[src/rtl/uart_rx_byte.sv]
// 8N1 UART receiver: 2-FF input synchroniser, mid-bit sampling FSM,
// one-cycle data_valid / frame_err strobes and break suppression.
module uart_rx_byte #(
    parameter int Fclk    = 50 * 1000000,
    parameter int Fuart   = 9600,
    parameter int divider = Fclk / Fuart
) (
    input  logic       clk_Rx,
    input  logic       reset,
    input  logic       Rx_in,
    output logic [7:0] data_out,
    output logic       data_valid,
    output logic       frame_err,
    output logic       rx_busy
);

    typedef enum logic [2:0] {
        IDLE        = 3'd0,
        START_CHECK = 3'd1,
        DATA_BIT    = 3'd2,
        STOP_BIT    = 3'd3,
        BREAK_WAIT  = 3'd4
    } state_t;

    localparam logic [24:0] CNT_LAST = 25'(divider - 1);
    localparam logic [24:0] CNT_MID  = 25'(divider / 2 - 1);

    state_t      state;
    logic [24:0] cnt;
    logic [2:0]  bit_cnt;
    logic [7:0]  shreg;
    logic        rx_meta;
    logic        rx_s;

    // Both stages reset high so a reset never looks like a falling start edge.
    always_ff @(posedge clk_Rx or negedge reset) begin
        if (!reset) begin
            rx_meta <= 1'b1;
            rx_s    <= 1'b1;
        end else begin
            rx_meta <= Rx_in;
            rx_s    <= rx_meta;
        end
    end

    always_ff @(posedge clk_Rx or negedge reset) begin
        if (!reset) begin
            state      <= IDLE;
            cnt        <= '0;
            bit_cnt    <= '0;
            shreg      <= '0;
            data_out   <= '0;
            data_valid <= 1'b0;
            frame_err  <= 1'b0;
            rx_busy    <= 1'b0;
        end else begin
            // NOTE: non-blocking defaults here make the strobes one-cycle pulses; later
            // assignments in the same pass override them without a read-after-write hazard.
            data_valid <= 1'b0;
            frame_err  <= 1'b0;
            case (state)
                IDLE: begin
                    cnt     <= '0;
                    bit_cnt <= '0;
                    if (!rx_s) begin
                        state   <= START_CHECK;
                        rx_busy <= 1'b1;
                    end
                end
                START_CHECK: begin
                    if (cnt == CNT_MID) begin
                        cnt     <= '0;
                        bit_cnt <= '0;
                        if (rx_s) begin
                            state   <= IDLE;
                            rx_busy <= 1'b0;
                        end else begin
                            state <= DATA_BIT;
                        end
                    end else begin
                        cnt <= cnt + 25'd1;
                    end
                end
                DATA_BIT: begin
                    if (cnt == CNT_LAST) begin
                        shreg <= {rx_s, shreg[7:1]};
                        cnt   <= '0;
                        if (bit_cnt == 3'd7) begin
                            state <= STOP_BIT;
                        end else begin
                            bit_cnt <= bit_cnt + 3'd1;
                        end
                    end else begin
                        cnt <= cnt + 25'd1;
                    end
                end
                STOP_BIT: begin
                    if (cnt == CNT_LAST) begin
                        cnt <= '0;
                        if (rx_s) begin
                            data_out   <= shreg;
                            data_valid <= 1'b1;
                            state      <= IDLE;
                            rx_busy    <= 1'b0;
                        end else begin
                            frame_err <= 1'b1;
                            state     <= BREAK_WAIT;
                        end
                    end else begin
                        cnt <= cnt + 25'd1;
                    end
                end
                BREAK_WAIT: begin
                    // A held-low line must not be re-read as a run of 0x00 bytes.
                    if (rx_s) begin
                        state   <= IDLE;
                        rx_busy <= 1'b0;
                    end
                end
                default: begin
                    state   <= IDLE;
                    cnt     <= '0;
                    bit_cnt <= '0;
                    rx_busy <= 1'b0;
                end
            endcase
        end
    end

endmodule

[config.mk]
export PLATFORM = sky130hd
export DESIGN_NAME = uart_rx_byte
export DESIGN_NICKNAME = d
export VERILOG_FILES = /design/src/rtl/uart_rx_byte.sv
export SDC_FILE = /design/constraint.sdc
export NUM_CORES = 1
export LEC_CHECK = 0
export CORE_MARGIN = 1.5
export CORE_UTILIZATION = 48
export DETAILED_ROUTE_END_ITERATION = 7
export PLACE_DENSITY = 0.72
export SYNTH_ARGS = -nofsm -noshare
export SYNTH_HDL_FRONTEND = slang
export SYNTH_SLANG_ARGS = --single-unit
[constraint.sdc]
create_clock -name clk_Rx -period 5 [get_ports clk_Rx]
set_input_delay 0.5 -clock clk_Rx [delete_from_list [all_inputs] [get_ports clk_Rx]]
set_output_delay 0.5 -clock clk_Rx [all_outputs]
set_load 0.01 [all_outputs]
---- After elaboration in Yosys (flattened, before gate mapping) ----
Cells that the tools add are included.
word-level totals
  flip-flop bits (word level) ............. 52
  word-level logic and storage cells ...... 63
cells by class
  add/sub/neg operators ................... 2
  equality and inequality tests ........... 14
  multiplexer cells ....................... 27
  bitwise gates (word level) .............. 2
  reductions and logical operators ........ 8
operator list
  kind                                                               count
  25-bit case mux with 3 select lines                                1
  25-bit two-way mux                                                 2
  3-bit two-way mux                                                  10
  25-bit by 1-bit adder with 25-bit output, second input constant    1
  25-bit by 12-bit == test with 1-bit output, second input constant  1
  25-bit by 13-bit == test with 1-bit output, second input constant  1
  3-bit case mux with 5 select lines                                 1
  2-bit != test, second input constant                               7
  1-bit two-way mux                                                  10
  3-bit case mux with 3 select lines                                 1
  4-bit AND reduction                                                2
  3-bit by 2-bit == test with 1-bit output, second input constant    2
  3-bit == test, second input constant                               2
  6-bit AND reduction                                                1
  1-bit case mux with 5 select lines                                 1
  2-bit OR reduction                                                 2
  3-bit by 1-bit adder with 3-bit output, second input constant      1
  3-bit by 1-bit == test with 1-bit output, second input constant    1
  3-bit logical NOT                                                  1
  3-bit AND reduction                                                1
  2-bit two-way mux                                                  1
  1-bit NOT                                                          2
  2-bit AND reduction                                                1

---- Logic depth before layout (Yosys ltp) ----
Gate-level depths: netlist (run 1).
  word-level depth ........................ 4
  depth in mapped cells ................... 7

---- Least setup slack after synthesis (run 1) ----
OpenSTA, ideal clock, no wires.
  path type ............................... register to register
  start ................................... reg cnt[0]
  end ..................................... reg cnt[12]
  library setup time ...................... 0.119 ns
  arrival ................................. 1.958 ns
  data required time ...................... 4.881 ns
  slack ................................... 2.924 ns
  cell stages (with the launch flop) ...... 8
  path buffers ............................ 1
  path through ............................ dfrtp_1 > ha_1 > nand4_1 > nor4_1 > a21oi_1 > nor3_4 > buf_4 > nor2_1
on the way
  cells in the longest elaborated chain, start to end .. 3
  elaborated cells on any way between the ends .. 6
  those cells by class .................... add/sub: 1; eq/ne: 2; mux: 3
RTL lines
  what                                                              RTL line     text
  start: declaration                                                29           logic [24:0] cnt;
  start signal: assignment                                          81           cnt <= cnt + 25'd1;
  start signal: assignment                                          94           cnt <= cnt + 25'd1;
  start signal: assignment                                          110          cnt <= cnt + 25'd1;
  25-bit by 1-bit adder with 25-bit output (tied with other cells)  81, 94, 110
  25-bit two-way mux, on equally long branches                      85, 98, 71
  25-bit case mux with 3 select lines *                             61           case (state)
Mark *: on every way between the ends. The rest lies on a longest branch, timed or not.
A chain may end at the register's enable or synchronous reset.

---- Final worst setup path (run 1) ----
  start ................................... reg cnt[0]
  end ..................................... reg cnt[7]
The elaborated chain is that of the path after synthesis.

==> impl_metrics.py, run 1 <==
metrics = {
    "logic_synthesis": {
        "syn_inst": 249,
        "seq_area_frac_synth_pct": 48.7,
        "ys_async_sr_fraction_pct": 100,
        "avgSynthCellArea_um2": 10.8,
        "synthesis.nets": 255,
        "synthFlopType": "dfrtp_1",
        "synth_edf_count": 0,
        "ys_ff_latch": 52,
        "yosys_warnings": 0,
        "ys_types": 48,
        "synth.cell_area_um2": 2680,
    },
    "sta": {
        "finalSetupTns_ns": 0,
        "setup_violations": 0,
        "fin_crit_ns": 2.55,
        "fmax_mhz": 393,
        "finalMaxSlewViolations": 0,
        "rsz0062_at_grt": "false",
        "setup_ws_ns": 2.45,
        "slew_headroom_pct": 50.5,
        "skew_ns": 0.00786,
        "hold_viol_final": 0,
        "worstMarginPinSlew_ns": 0.742,
        "period_share_pct": 50.9,
    },
    "route": {
        "drt_iter0_markers": 166,
        "num_vias": 1882,
        "first_pass_iters": 4,
        "wl_per_cell_um": 15.1,
        "drcViolationCount": 0,
        "antenna_left": 0,
        "routed_via_density": 5.67,
        "drt_wl_total_mm": 5.00,
    },
    "die": {
        "dieWidth_um": 77.7,
        "core_um2": 5440,
        "core.rowCount": 27,
        "dieArea_um2": 6040,
        "die_y_um": 77.7,
        "initial_core_util_pct": 49.3,
        "pin_count": 14,
    },
    "power_and_ir_drop": {
        "p_int_mw": 0.536,
        "switchingPower_mw": 0.147,
        "pwr-share-comb_pct": 1.5,
        "p_leak_nw": 1.25,
        "clockPowerShare_pct": 36.6,
        "ir_drop_v": 0.000122,
        "seqPwrFrac_pct": 61.9,
        "sw_frac_of_total_pct": 21.5,
        "p_total_mw": 0.682,
        "p_per_area_nw_per_um2": 232,
    },
    "clocking": {
        "cts.repair.resized": 0,
        "cts_sinks": 52,
        "clk_pin_slew_ns": 0.09,
        "h-tree-depth": 2,
        "cts_setup_buffers": 0,
        "worstSkewPairLatency_ns": 0.31,
        "clockBufferDepth": 2,
        "postCtsHoldBufs": 0,
        "tritoncts": "built",
        "cts-buffers-inserted": 5,
        "cts_root_buffer": "clkbuf_8",
    },
    "cells_and_area": {
        "antennaDiodeCount": 0,
        "multi_input_area_um2": 1290,
        "nFillCells": 461,
        "ff_latch_area_um2": 1300,
        "nets": 265,
        "area_growth_pct": 9.72,
        "utilization_pct": 54.0,
        "layout-drive-gt1-share_pct": 15.4,
        "stdcell_count": 332,
    },
    "global_routing": {
        "met2_usage_pct": 29.0,
        "grt_overflow": 0,
        "antenna_found_initial": 0,
        "grt_pass1_vias": 1842,
        "track_usage_pct": 18.2,
        "grt_max_degree": 53,
        "busiest_layer": "met2",
        "grt_pass1_wl_mm": 8.51,
        "use_met1_pct": 23.4,
        "met3_usage_pct": 3.88,
    },
    "critical_path": {
        "path_max_fanout": 18,
        "cp-end-kind": "flip-flop",
        "critPathLaunchType": "flip-flop",
        "cpLargestDelayFamily": "simple AND/OR/NAND/NOR gates",
        "critPathSlowestCell": "nor3_4",
        "required_ns": 5.17,
        "path_class": "flip-flop to flip-flop",
        "path_cells": "ha_1 > nand4_1 > nor4_1 > a21oi_1 > nor3_4 > nor2_1",
        "cp_data_arrival_time_ns": 2.72,
        "crit_path_max_incr_delay_ns": 0.67,
        "path_buf_inv": 0,
    },
    "placed_design": {
        "place_inst": 324,
        "dp_slack_ns": 2.41,
        "hpwl_mm": 3.48,
        "gp_congestion": 0.815,
        "portBuffers": 13,
    },
    "run_status": {
        "status": "completed",
    },
    "min_path": {
        "hp-class": "input port to async pin",
    },
    "flow_run": {
        "drv_cap": 0,
    },
}
cells in the final DEF, fill, tap and decap left out, types with 3 or more instances in the layout:
cell type        Yosys  routed
a21oi_1              8       8
a2bb2oi_1            3       3
and2_1               3       3
clkbuf_8             0       6
clkdlybuf4s50_1      0      12
dfrtp_1             50      50
ha_1                 3       3
inv_1                7       7
mux2_2               9       9
mux2_4               8       8
nand2_1             17      17
nand2b_1             3       3
nand3_1             13      13
nand4_1              8       8
nor2_1              28      28
nor3_1               5       5
nor4_1               9       9
o21ai_0              8       8
xnor2_1             10      10
xor2_1              10      10
area by class of cell:
class                   count  share of cell area, %
flip-flops and latches     52                   44.4
multi-input cells         179                   43.8
repair buffers             14                   4.51
well taps                  72                   3.07
clock buffers               6                   2.81
inverters                   7                  0.894
clock inverters             2                  0.511
layer usage:
metal  up-vias  share of wire [%]
met1       912                 46
met2        44                 47
li1        919                  -
met4         0                2.1
met3         7                4.0
met5         -                  0
kinds of logic after synthesis:
kind of cell | Yosys count | synth area share, %
muxes | 17 | 8.27
and+or+nand+nor | 109 | 24.2
buffers and inverters | 18 | 3.22
DFF | 52 | 48.7
AOI/OAI and AO/OA | 30 | 7.66
adders and majority gates | 3 | 1.40
xor gates and xnor gates | 20 | 6.54
registers in the layout, indices dropped and copies added (netlist names):
| signal | flops |
|---|---|
| rx_busy | 1 |
| cnt | 25 |
| rx_meta | 1 |
| data_out | 8 |
| data_valid | 1 |
| bit_cnt | 3 |
| frame_err | 1 |
| state | 3 |
| shreg | 8 |
| rx_s | 1 |
per-stage QoR:
stage,hold slack (ns),instance area [µm²]
3_5_place_dp,0.351,2840
5_1_grt,0.353,2940
2_1_floorplan,0.204,2680
4_1_cts,0.323,2940
3_3_place_gp,0.346,2840
6_report,0.277,2940
synthesized netlist by cell type, drive strengths merged, types with 2 or more instances:
cell type	instances	share of area [%]
a21oi	8	1.5
a22o	2	0.65
a2bb2oi	3	0.98
and2	3	0.70
and3	2	0.47
and4	3	1.1
buf	6	1.5
clkbuf	5	0.70
dfrtp	50	47
dfstp	2	2.0
ha	3	1.4
inv	7	0.98
mux2	17	8.3
nand2	17	2.4
nand2b	3	0.70
nand3	14	2.8
nand4	9	2.3
nand4bb	2	0.84
nor2	28	3.9
nor3	7	1.9
nor4	12	4.2
nor4bb	2	0.75
o21ai	8	1.5
o41ai	2	0.65
or3	2	0.47
or4	2	0.56
xnor2	10	3.3
xor2	10	3.3
power groups by stage:
stage / registers [mW] / clock network [mW] / logic, mW
after detailed placement: 0.431 / 0 / 0.0114
after global placement: 0.431 / 0 / 0.0114
after global routing: 0.423 / 0.276 / 0.0129
after floorplan: 0.431 / 0 / 0.00113
after CTS: 0.422 / 0.259 / 0.0114
final: 0.422 / 0.250 / 0.0105
path summary, 6_finish.rpt:
check	startpoint	end	slack, ns	depth (start not counted)
max in group asynchronous	reset	cnt[8]	4.27	2
worst max-delay path	cnt[0]	cnt[7]	2.45	6
worst max register to register	cnt[0]	cnt[7]	2.45	6
worst min register to register	rx_meta	rx_s	0.36	0
worst min-delay path	reset	cnt[10]	0.28	2
min in group clk_Rx	rx_meta	rx_s	0.36	0
(Power assumes the default switching activity.)
==> run 2: changes to the inputs <==
==> constraint.sdc (replaced) <==
create_clock -name clk_Rx -period 2.6 [get_ports clk_Rx]
set_input_delay 0.26 -clock clk_Rx [delete_from_list [all_inputs] [get_ports clk_Rx]]
set_output_delay 0.26 -clock clk_Rx [all_outputs]
set_load 0.01 [all_outputs]
==> run 2 against run 1 <==
Compared with the run above:
- power is 92% higher
- cell count is 1.8% higher
- largest power group unchanged
- count of clock-buffer cells in the layout is 1 lower
- die area stayed put
- combinational power is 110% higher
- critical endpoint is now data_out[0]
- register-to-register slack worse by 2.2 ns
- critical path type unchanged
- fmax is 7.1% higher
- clock skew is 0.0074 ns higher
==> impl_metrics.py, run 2 (synthesis gave the netlist of run 1 again) <==
metrics = {
    "sta": {
        "setup_violations": 0,
        "fin_crit_ns": 2.38,
        "period_share_pct": 91.4,
        "hold_viol_final": 0,
        "rsz0062_at_grt": "false",
        "finalMaxSlewViolations": 0,
        "worstMarginPinSlew_ns": 0.565,
        "skew_ns": 0.0152,
        "fmax_mhz": 421,
        "slew_headroom_pct": 62.2,
        "finalSetupTns_ns": 0,
    },
    "global_routing": {
        "grt_max_degree": 35,
        "antenna_found_initial": 0,
        "track_usage_pct": 18.7,
        "grt_overflow": 0,
        "grt_pass1_wl_mm": 8.92,
        "grt_pass1_vias": 1901,
    },
    "placed_design": {
        "hpwl_mm": 3.57,
        "postPlaceCellArea_um2": 2880,
        "gp_congestion": 0.834,
        "portBuffers": 13,
    },
    "cells_and_area": {
        "nets": 271,
        "top_regs": "cnt: 25 flops, data_out: 8 flops, shreg: 8 flops",
        "layout-drive-gt1-share_pct": 16.9,
        "final_common_cell": "dfrtp_1",
        "antennaDiodeCount": 0,
        "final_cell_mix": "dfrtp_1 (50), nor2_1 (28), nand2_1 (17)",
        "final_cell_area_um2": 2980,
        "top_register": "cnt",
        "nFillCells": 473,
        "largest_reg_flops": 25,
        "area_growth_pct": 11.4,
    },
    "die": {
        "dieArea_um2": 6040,
        "initial_core_util_pct": 49.3,
        "dieWidth_um": 77.7,
        "pin_count": 14,
        "die_y_um": 77.7,
        "core.rowCount": 27,
        "core_um2": 5440,
    },
    "power_and_ir_drop": {
        "ir_drop_v": 0.000215,
        "switchingPower_mw": 0.299,
        "clockPowerShare_pct": 36.4,
        "pwr-share-comb_pct": 1.7,
        "p_leak_nw": 1.29,
        "seqPwrFrac_pct": 62.0,
        "p_int_mw": 1.01,
        "sw_frac_of_total_pct": 22.8,
        "p_per_area_nw_per_um2": 439,
    },
    "critical_path": {
        "required_ns": 2.79,
        "critPathLaunchType": "flip-flop",
        "path_max_fanout": 8,
        "path_class": "flip-flop to flip-flop",
        "crit_path_start": "cnt[8]",
        "cp-end-kind": "flip-flop",
        "cp_data_arrival_time_ns": 2.57,
        "r2r_start": "cnt[8]",
    },
    "clocking": {
        "clockBufferDepth": 2,
        "tritoncts": "built",
        "h-tree-depth": 2,
        "clk_pin_slew_ns": 0.09,
        "cts_root_buffer": "clkbuf_8",
        "cts.repair.resized": 0,
        "cts-buffers-inserted": 5,
        "cts_sinks": 52,
        "postCtsHoldBufs": 1,
        "cts_setup_buffers": 0,
        "worstSkewPairLatency_ns": 0.32,
    },
    "flow_run": {
        "drv_cap": 0,
    },
    "route": {
        "drt_wl_total_mm": 5.08,
        "drt_iter0_markers": 157,
        "routed_via_density": 5.69,
        "num_vias": 1923,
        "drcViolationCount": 0,
        "first_pass_iters": 4,
        "antenna_left": 0,
        "wl_per_cell_um": 15.0,
    },
    "min_path": {
        "hp-class": "input port to flip-flop",
        "hold_start": "Rx_in",
    },
    "run_status": {
        "status": "completed",
    },
}
==> run 2: cell count changes in the layout (fill, tap and decap cells not counted), sizes merged <==
cell | before | now
inv | 7 | 8
clkbuf | 6 | 5
clkinv | 0 | 2
clkinvlp | 2 | 0
buf | 2 | 7
dlygate4sd3 | 0 | 1
==> run 2: layout make-up <==
| cell class | count | area (µm²) | area share [%] |
|---|---|---|---|
| sequential | 52 | 1300 | 43.7 |
| timing repair buffer | 20 | 180 | 6.04 |
| clock inverter | 3 | 26.3 | 0.881 |
| tap | 72 | 90.1 | 3.02 |
| inverter | 7 | 26.3 | 0.881 |
| multi-input combinational | 179 | 1290 | 43.2 |
| clock buffer | 5 | 68.8 | 2.31 |
==> run 2: metal layers <==
layer	vias to the layer above	GRT usage (%)	routed length [µm]
met5	-	0	0
met4	0	5.09	52
met3	6	4.59	167
met2	31	31.1	2450
met1	956	24.3	2410
li1	930	-	-
==> run 2: power groups by stage <==
| stage | Combinational, mW | Clock (mW) | Sequential [mW] |
|---|---|---|---|
| global placement | 0.0221 | 0 | 0.828 |
| detailed placement | 0.0225 | 0 | 0.828 |
| global route | 0.0264 | 0.531 | 0.813 |
| floorplan | 0.00217 | 0 | 0.828 |
| finish | 0.0220 | 0.477 | 0.812 |
| CTS | 0.0236 | 0.491 | 0.812 |
==> run 2: path summary, 6_finish.rpt <==
check	slack (ns)	to	depth (start not counted)
max in group asynchronous	1.37	rx_meta	3
hold reg to reg	0.36	rx_s	0
setup / recovery	0.22	data_out[0]	5
setup reg to reg	0.22	data_out[0]	5
min in group asynchronous	0.42	cnt[7]	2
hold / removal	0.35	rx_meta	1
==> run 2: through the flow <==
stage	power [mW]	utilization, %	instances	hold WS [ns]	setup slack (ns)
floorplan	0.830	-	249	-0.0356	0.524
global placement	0.850	52.9	329	0.226	0.286
detailed placement	0.851	52.9	329	0.227	0.237
CTS	1.33	54.9	338	0.338	0.223
global route	1.37	54.9	338	0.334	0.0747
finish	1.31	54.9	338	0.346	0.225
==> run 2: critical path: stages (launching register included) <==
cell and delay (ns):
dfrtp_1 0.46, nor4_4 0.35, and4_4 0.29, nand3_2 0.10, or4_1 0.68, mux2_4 0.39
==> run 3: changes to the inputs <==
--- a/config.mk
+++ b/config.mk
@@ -9,6 +9,7 @@
 export CORE_UTILIZATION = 48
 export DETAILED_ROUTE_END_ITERATION = 7
 export PLACE_DENSITY = 0.72
+export SLEW_MARGIN = 5
 export SYNTH_ARGS = -nofsm -noshare
 export SYNTH_HDL_FRONTEND = slang
 export SYNTH_SLANG_ARGS = --single-unit
==> results of run 3 <==
The final DEF is identical to that of run 2; final timing and power are the same.
